===== src/rtl/instr_fetch.sv =====
// Instruction fetch stage: owns the PC, reads the shared program RAM after bus
// arbitration, and presents each fetched byte to the decoder until it is accepted.
module instr_fetch #(
    parameter int                ADDR_W      = 4,
    parameter int                DATA_W      = 8,
    parameter logic [ADDR_W-1:0] RESET_PC    = '0,
    parameter logic [3:0]        HALT_OPCODE = 4'h0
) (
    input  logic              clk,
    input  logic              rst_n,
    output logic              bus_req,
    input  logic              bus_gnt,
    output logic [ADDR_W-1:0] ram_address,
    output logic              ram_read_en,
    input  logic [DATA_W-1:0] ram_data,
    output logic              ir_valid,
    input  logic              ir_ready,
    output logic [3:0]        ir_opcode,
    output logic [3:0]        ir_operand,
    output logic [ADDR_W-1:0] ir_pc,
    input  logic              jump_en,
    input  logic [ADDR_W-1:0] jump_addr,
    output logic              halted,
    output logic [1:0]        state_dbg
);

    typedef enum logic [1:0] {
        S_REQ  = 2'd0,
        S_RD   = 2'd1,
        S_HOLD = 2'd2,
        S_HALT = 2'd3
    } state_t;

    state_t            state;
    state_t            state_nxt;
    logic [ADDR_W-1:0] pc;
    logic [DATA_W-1:0] ir;
    logic              accept;
    logic              is_halt_op;

    // Handshake: the decoder takes the IR on any cycle where ir_valid and
    // ir_ready are both high; ir_valid never drops and the IR never changes
    // until that happens. jump_en/jump_addr only matter on that cycle.
    assign accept     = ir_valid & ir_ready;
    assign is_halt_op = (ir[DATA_W-1 -: 4] == HALT_OPCODE);

    always_ff @(posedge clk or negedge rst_n) begin
        if (!rst_n) begin
            state <= S_REQ;
        end else begin
            state <= state_nxt;
        end
    end

    always_comb begin
        state_nxt = state;
        case (state)
            S_REQ:   if (bus_gnt) state_nxt = S_RD;
            S_RD:    state_nxt = S_HOLD;
            S_HOLD: begin
                if (accept) begin
                    if (is_halt_op) state_nxt = S_HALT;
                    else            state_nxt = S_REQ;
                end
            end
            S_HALT:  state_nxt = S_HALT;
            default: state_nxt = S_REQ;
        endcase
    end

    // A jump only redirects the PC for non-HALT instructions; HALT freezes it.
    always_ff @(posedge clk or negedge rst_n) begin
        if (!rst_n) begin
            pc    <= RESET_PC;
            ir    <= '0;
            ir_pc <= '0;
        end else if (state == S_RD) begin
            ir    <= ram_data;
            ir_pc <= pc;
            pc    <= pc + ADDR_W'(1);
        end else if (accept && !is_halt_op && jump_en) begin
            pc <= jump_addr;
        end
    end

    // bus_req is gated by rst_n so it reads low while reset is held, even
    // though the state register already sits in S_REQ.
    assign bus_req     = rst_n & ((state == S_REQ) | (state == S_RD));
    assign ram_read_en = rst_n & (state == S_RD);
    assign ram_address = pc;
    assign ir_valid    = (state == S_HOLD);
    assign halted      = (state == S_HALT);
    assign ir_opcode   = ir[DATA_W-1 -: 4];
    assign ir_operand  = ir[3:0];
    assign state_dbg   = state;

endmodule


===== config.mk =====
export PLATFORM = sky130hd
export DESIGN_NAME = instr_fetch
export DESIGN_NICKNAME = d
export VERILOG_FILES = /design/src/rtl/instr_fetch.sv
export SDC_FILE = /design/constraint.sdc
export NUM_CORES = 1
export LEC_CHECK = 0
export ABC_AREA = 1
export CAP_MARGIN = 20
export CORE_AREA = 2 2 60 73
export CTS_CLUSTER_SIZE = 10
export DETAILED_ROUTE_END_ITERATION = 7
export DIE_AREA = 0 0 62 75
export HOLD_SLACK_MARGIN = 0.02
export MAX_ROUTING_LAYER = met4
export SYNTH_ARGS = -nofsm -noshare
export SYNTH_HDL_FRONTEND = slang
export SYNTH_SLANG_ARGS = --single-unit

===== constraint.sdc =====
create_clock -name clk -period 1.2 [get_ports clk]
set_input_delay 0.12 -clock clk [delete_from_list [all_inputs] [get_ports clk]]
set_output_delay 0.12 -clock clk [all_outputs]
set_load 0.02 [all_outputs]

==> results of run 1 <==
-- power by group through the flow --
stage / clock network [mW] / registers, mW / logic [mW]
2_1_floorplan: 0 / 1.51 / 0.928
3_3_place_gp: 0 / 1.14 / 2.36
3_5_place_dp: 0 / 1.15 / 2.38
4_1_cts: 0.515 / 1.10 / 2.31
5_1_grt: 0.553 / 1.16 / 3.06
6_report: 0.495 / 1.12 / 2.79
-- critical path: cells and delay by family, from the launching register on --
family | cells | cell delay [ns]
buffers and inverters | 2 | 0.25
AND/OR/NAND/NOR | 5 | 0.48
flip-flops | 1 | 0.40
-- registers in the layout, indices dropped and copies added, names as in the netlist --
register,cells
ir,8
ir_pc,4
ram_address,4
state_dbg,2
-- logic make-up (layout without fill, tap and decap cells) --
kind of cell	Yosys count	in the layout	synth area share, %
AO/OA/AOI/OAI	6	6	3.813
adder cells (fa/ha/maj)	1	1	1.412
buffers and inverters	12	71	6.921
flip-flops	18	18	50.85
AND/OR/NAND/NOR	74	74	37.01
-- per-stage QoR --
step	util (%)	cells	hold WS [ns]	cell area, µm²
after floorplan	-	111	-0.1756	894.6
after global placement	35.74	211	0.4680	1398
after detailed placement	35.74	211	0.4693	1398
after CTS	37.12	218	0.2514	1451
after global routing	41.41	224	0.2522	1619
final	41.41	224	0.2431	1619
-- layout make-up --
class,count,area (µm²),share of cell area [%]
repair buffers,58,556.8,34.39
flip-flops and latches,18,454.2,28.05
inverters,9,33.78,2.087
multi-input cells,81,451.7,27.90
clock buffers,4,55.05,3.400
well taps,54,67.56,4.173
-- worst max-delay path by stage --
stage	end	slack (ns)
finish	ram_address[0]	-0.01
global route	ram_address[1]	-0.08
CTS	ram_address[0]	-0.14
detailed placement	ram_read_en	-0.30
global placement	ram_read_en	-0.27
floorplan	ram_address[2]	-0.08
-- per-layer routing --
metal	GRT usage, %	vias to the layer above	share of wire (%)
met2	17.13	23	52
met4	4.255	0	1.1
met1	12.97	414	40
li1	-	464	-
met5	-	-	0
met3	3.093	4	6.2
-- timing repair --
item | in CTS | in global routing
setup endpoints to repair | 35 | 20
pin swaps | 0 | 9
gates cloned | 0 | 1
buffers inserted | 3 | 5
gates resized for setup | 46 | 32
-- synthesized netlist by cell type (all sizes together) --
master / number
a31oi: 1
buf: 3
dfrtp: 18
ha: 1
inv: 9
nand2: 55
nand3: 9
nand3b: 1
nor2: 7
o21a: 1
o21ai: 4
or2: 2
==> run summary, run 1 <==
Status -> finished with violations
Failing checks -> negative setup slack
Post-synthesis cell count -> 111
CTS Buf Count -> 3
Final wirelength -> 2389 µm
Reg2Reg Depth -> 7
Worst-path maximum fanout -> 11
Largest net degree at the start of global routing -> 25
Max Root-Sink Buffers -> 2
Worst path cell trace -> inv_2, nand2_4, buf_12, or2_1, nand2_1, nand2_1, nand2_1
Nets -> 189
Max Freq -> 0.8246 GHz
Clk_skew -> 0.002731 ns
CP arrival -> 1.40 ns
Flops & latches, synth -> 18
Comb pwr share -> 63.4%
Starting density of the core -> 22.66%
Initial antenna violation count -> 0
# hold bufs at CTS -> 0
Clk pin slew, worst setup/hold paths -> 0.07 ns
Commonest cells after routing, fill and taps aside -> 42 x nand2_1, 16 x clkdlybuf4s50_1, 15 x dfrtp_1, 15 x dlygate4sd2_1, 12 x buf_4
Area Growth Syn to Fin -> 82.77%
Layout fillers -> 411
GRT overflow -> 0
Clock share of power -> 11.2%
Reg2reg start -> state_dbg[1]
Number of diodes -> 0
IO buf count -> 38
Crit path time final -> 1.213 ns
Switching part of the total -> 42.52%
Final Cycle Share -> 101.1%
Worst setup SP type -> flip-flop
Register share of total power -> 25.3%
Most common cell after layout, fill and taps aside -> nand2_1
Worst vdd rail ir drop -> 0.0009331 V
DR pass1 iterations -> 4
Drt wl/cell -> 10.67 µm
Drt drc -> 0
Vias -> 905
Synth area leader -> dfrtp_1
Die height -> 75 µm
Slew HR -> 83.84%
CTS tree -> yes
I/O pins -> 39
Total Power -> 4.401 mW
Synth area leaders -> dfrtp_1 51%, nand2_1 22%, nand3_1 5.1%
Min-Delay Path Class -> in2async
H-tree lvl count -> 1
Detailed placement HPWL -> 1679 µm
Critical path's most frequent cell -> nand2_1
GRT Total Usage -> 10.89%
Number of global-route vias before repair -> 852
Post-synth top area share -> 50.85%
WP data required -> 1.39 ns
Crit path capture type -> flip-flop
Switch Pwr -> 1.871 mW
Final-report max-slew violation count -> 0
Final setup viols -> 1
Vias/cell -> 4.040
R2R Setup Slk -> -0.01 ns
Synth Cell Area -> 885.9 µm²
Final hold violation count -> 0
Final Worst Setup Slack -> -0.01276 ns
Root Driver -> clkbuf_8
Latest clock arrival within the worst-skew pair -> 0.25 ns
CP max-delay cell -> dfrtp_1
Worst Tran Pin Value -> 0.2424 ns
Synth Net Count -> 129
Die width -> 62 µm
Reg-to-Reg End -> ram_address[0]
CP startpoint -> state_dbg[1]
Share of layout cells above drive strength 1 -> 32.94%
Pwr/cell area -> 2718 mW/mm²
Rows -> 25
Max-cap viol count -> 0
Internal power -> 2.530 mW
RSZ-0062 raised after global routing -> true
Initial DRC Count -> 36
Synth Warn # -> 0
CP peak stage delay -> 0.40 ns
Setup TNS -> -0.01276 ns
Placement Setup Slack -> -0.2990 ns
WS Path Type -> reg2reg
Synth cell types -> 19
P_leak -> 0.8502 nW
Detail Route Antenna Nets -> 0
Total die area -> 0.004650 mm²
Register area share after synthesis -> 50.85%
Syn Area/Cell -> 7.981 µm²
Global placer's final weighted congestion -> 0.7449
Num Clock Sinks -> 18
First-pass GRT wire length -> 3670 µm
Core Region -> 0.003910 mm²
Note: power is estimated with default switching activity, not from simulation.
==> run 2: changes to the inputs <==
Settings changed: PLACE_DENSITY from default to 0.51.
==> run 2 against run 1 <==
  * Die area unchanged
  * Wire length increased by 9.3%
  * The run still ends with negative setup slack left
  * Core utilization increased by 0.096 points
  * Register-to-register slack improved by 0.03 ns
  * Fmax decreased by 0.82%
  * Power increased by 0.95%
  * Critical endpoint is now halted
  * Hold slack got worse by 0.012 ns
  * Sequential share of layout area decreased by 0.14 points
  * Critical path depth decreased by 2
  * Combinational power about the same
==> run summary, run 2 (synthesis results as in run 1) <==
First-pass GRT wire length -> 4022 µm (+9.6%)
Top sig layer -> met4
Initial DRC Count -> 21 (-42%)
Clk_skew -> 0.002001 ns (-0.0007294 ns)
Die width -> 62 µm (unchanged)
RSZ-0062 raised after global routing -> true
Final hold violation count -> 0 (unchanged)
Final-report max-slew violation count -> 0 (unchanged)
Final setup viols -> 2 (+1)
R2R Setup Slk -> 0.02 ns (+0.03 ns)
Max FFs per register -> 8 (unchanged)
Metal2 WL -> 1372 µm (+10%)
Met1 wire length -> 1117 µm (+16%)
Initial antenna violation count -> 0 (unchanged)
Detailed placement HPWL -> 1720 µm (+2.4%)
Crit path time final -> 1.223 ns (+0.01007 ns)
GRT overflow -> 0 (unchanged)
Drt drc -> 0 (unchanged)
Most common cell after layout, fill and taps aside -> nand2_1
Failing checks -> negative setup slack
Clk pin slew, worst setup/hold paths -> 0.07 ns (about the same)
Final Cycle Share -> 101.9% (+0.84 points)
CTS tree -> yes
# hold bufs at CTS -> 0 (unchanged)
CTS Buf Count -> 3 (unchanged)
H-tree lvl count -> 1 (unchanged)
Final core utilization -> 41.50% (+0.096 points)
Area Growth Syn to Fin -> 83.19%
Worst path top cell family by delay -> flip-flops
CP arrival -> 1.10 ns (-0.30 ns)
Finished Layout Cells -> 224 (unchanged)
P_leak -> 0.8457 nW (-0.53%)
Reg2Reg Depth -> 8 (+1)
Worst-path maximum fanout -> 4 (-7)
IO buf count -> 38 (unchanged)
Vias -> 902 (-0.33%)
CP startpoint -> state_dbg[1]
Commonest cells after routing, fill and taps aside -> 50 x nand2_1, 16 x clkdlybuf4s50_1, 16 x dfrtp_1, 16 x dlygate4sd2_1, 11 x buf_6
Worst path cell trace -> buf_6, buf_6, nand2_4, inv_2, buf_6
Share of layout cells above drive strength 1 -> 27.65% (-5.3 points)
Latest clock arrival within the worst-skew pair -> 0.25 ns (about the same)
Vias/cell -> 4.027 (-0.33%)
Reg-to-Reg End -> ram_address[2]
Pwr/cell area -> 2738 mW/mm² (+0.72%)
Nets -> 189 (unchanged)
Critical path's most frequent cell -> buf_6
WS Path Type -> reg2out
CP bufs+invs -> 4 (+2)
GRT Total Usage -> 11.84% (+0.96 points)
Top reg by flops -> ir
Number of diodes -> 0 (unchanged)
Crit path capture type -> primary output
Crit path depth -> 5 (-2)
DR WL met3 -> 97 µm (-35%)
Status -> finished with violations
Worst setup SP type -> flip-flop
Starting density of the core -> 22.66% (unchanged)
Reg2reg start -> state_dbg[1]
Cell count after placement -> 210 (-0.47%)
CP max-delay cell -> dfrtp_1
Die height -> 75 µm (unchanged)
I/O pins -> 39 (unchanged)
WP data required -> 1.08 ns (-0.31 ns)
Total die area -> 0.004650 mm² (unchanged)
Max Root-Sink Buffers -> 2 (unchanged)
Worst Tran Pin Value -> 0.2492 ns (+0.006780 ns)
CP peak stage delay -> 0.40 ns (about the same)
Max Freq -> 0.8178 GHz (-0.82%)
Final Worst Setup Slack -> -0.02283 ns (-0.01007 ns)
Final wirelength -> 2610 µm (+9.3%)
Core Region -> 0.003910 mm² (unchanged)
DR pass1 iterations -> 4 (unchanged)
Rows -> 25 (unchanged)
Slew HR -> 83.39% (-0.45 points)
Root Driver -> clkbuf_8
Max-cap viol count -> 0 (unchanged)
Global placer's final weighted congestion -> 0.7925 (+6.4%)
Largest net degree at the start of global routing -> 25 (unchanged)
Min-Delay Path Class -> in2async
Worst vdd rail ir drop -> 0.0008508 V (-8.8%)
Detail Route Antenna Nets -> 0 (unchanged)
Num Clock Sinks -> 18 (unchanged)
Number of global-route vias before repair -> 860 (+0.94%)
Drt wl/cell -> 11.65 µm (+9.3%)
-- run 2: cell types whose count changed in the layout (fill, tap and decap cells not counted), moves of 2 or more --
cell     previous run  this run
buf_2               4         1
nand2_1            42        50
nand2_2             9         2
buf_6               8        11
buf_4              12        10
-- run 2: per-stage QoR --
step,hold slack [ns],cell area (µm²),power (mW),worst slack [ns],TNS (ns)
after floorplan,-0.1756,894.6,2.436,-0.07827,-0.1012
after global routing,0.2693,1623,4.786,-0.06030,-0.3458
after CTS,0.2484,1499,4.106,-0.07564,-0.1471
final,0.2308,1623,4.443,-0.02283,-0.03619
after global placement,0.4690,1390,3.498,-0.2939,-1.805
after detailed placement,0.4728,1390,3.548,-0.2974,-2.502
-- run 2: timing repair --
action,CTS,global route
gates cloned,0,1
pin swaps,2,5
endpoints found under the hold margin,0,0
gates resized for setup,49,21
endpoints found under the setup margin,35,16
buffers inserted,4,6
-- run 2: power breakdown --
part	internal [mW]	switching, mW	leakage, nW
clock network	0.292	0.220	0.0288
registers	0.910	0.216	0.220
logic	1.34	1.46	0.597
total	2.54	1.90	0.846
-- run 2: area by class of cell --
| type | instances | area [µm²] |
|---|---|---|
| fillers | 412 | 2287 |
| repair buffers | 58 | 579.3 |
| flip-flops and latches | 18 | 452.9 |
| multi-input cells | 81 | 434.2 |
| well taps | 54 | 67.56 |
| clock buffers | 4 | 55.05 |
| inverters | 9 | 33.78 |
-- run 2: worst max-delay path by stage --
stage | endpoint | slack [ns]
after floorplan | ram_address[2] | -0.08
after CTS | ram_read_en | -0.08
after global routing | halted | -0.06
after detailed placement | ram_read_en | -0.30
final | halted | -0.02
after global placement | ram_read_en | -0.29
-- run 2: per-layer routing --
metal	vias up	GRT usage, %
li1	457	-
met1	421	14.55
met2	22	19.91
met3	2	1.031
met4	0	4.255
met5	-	-
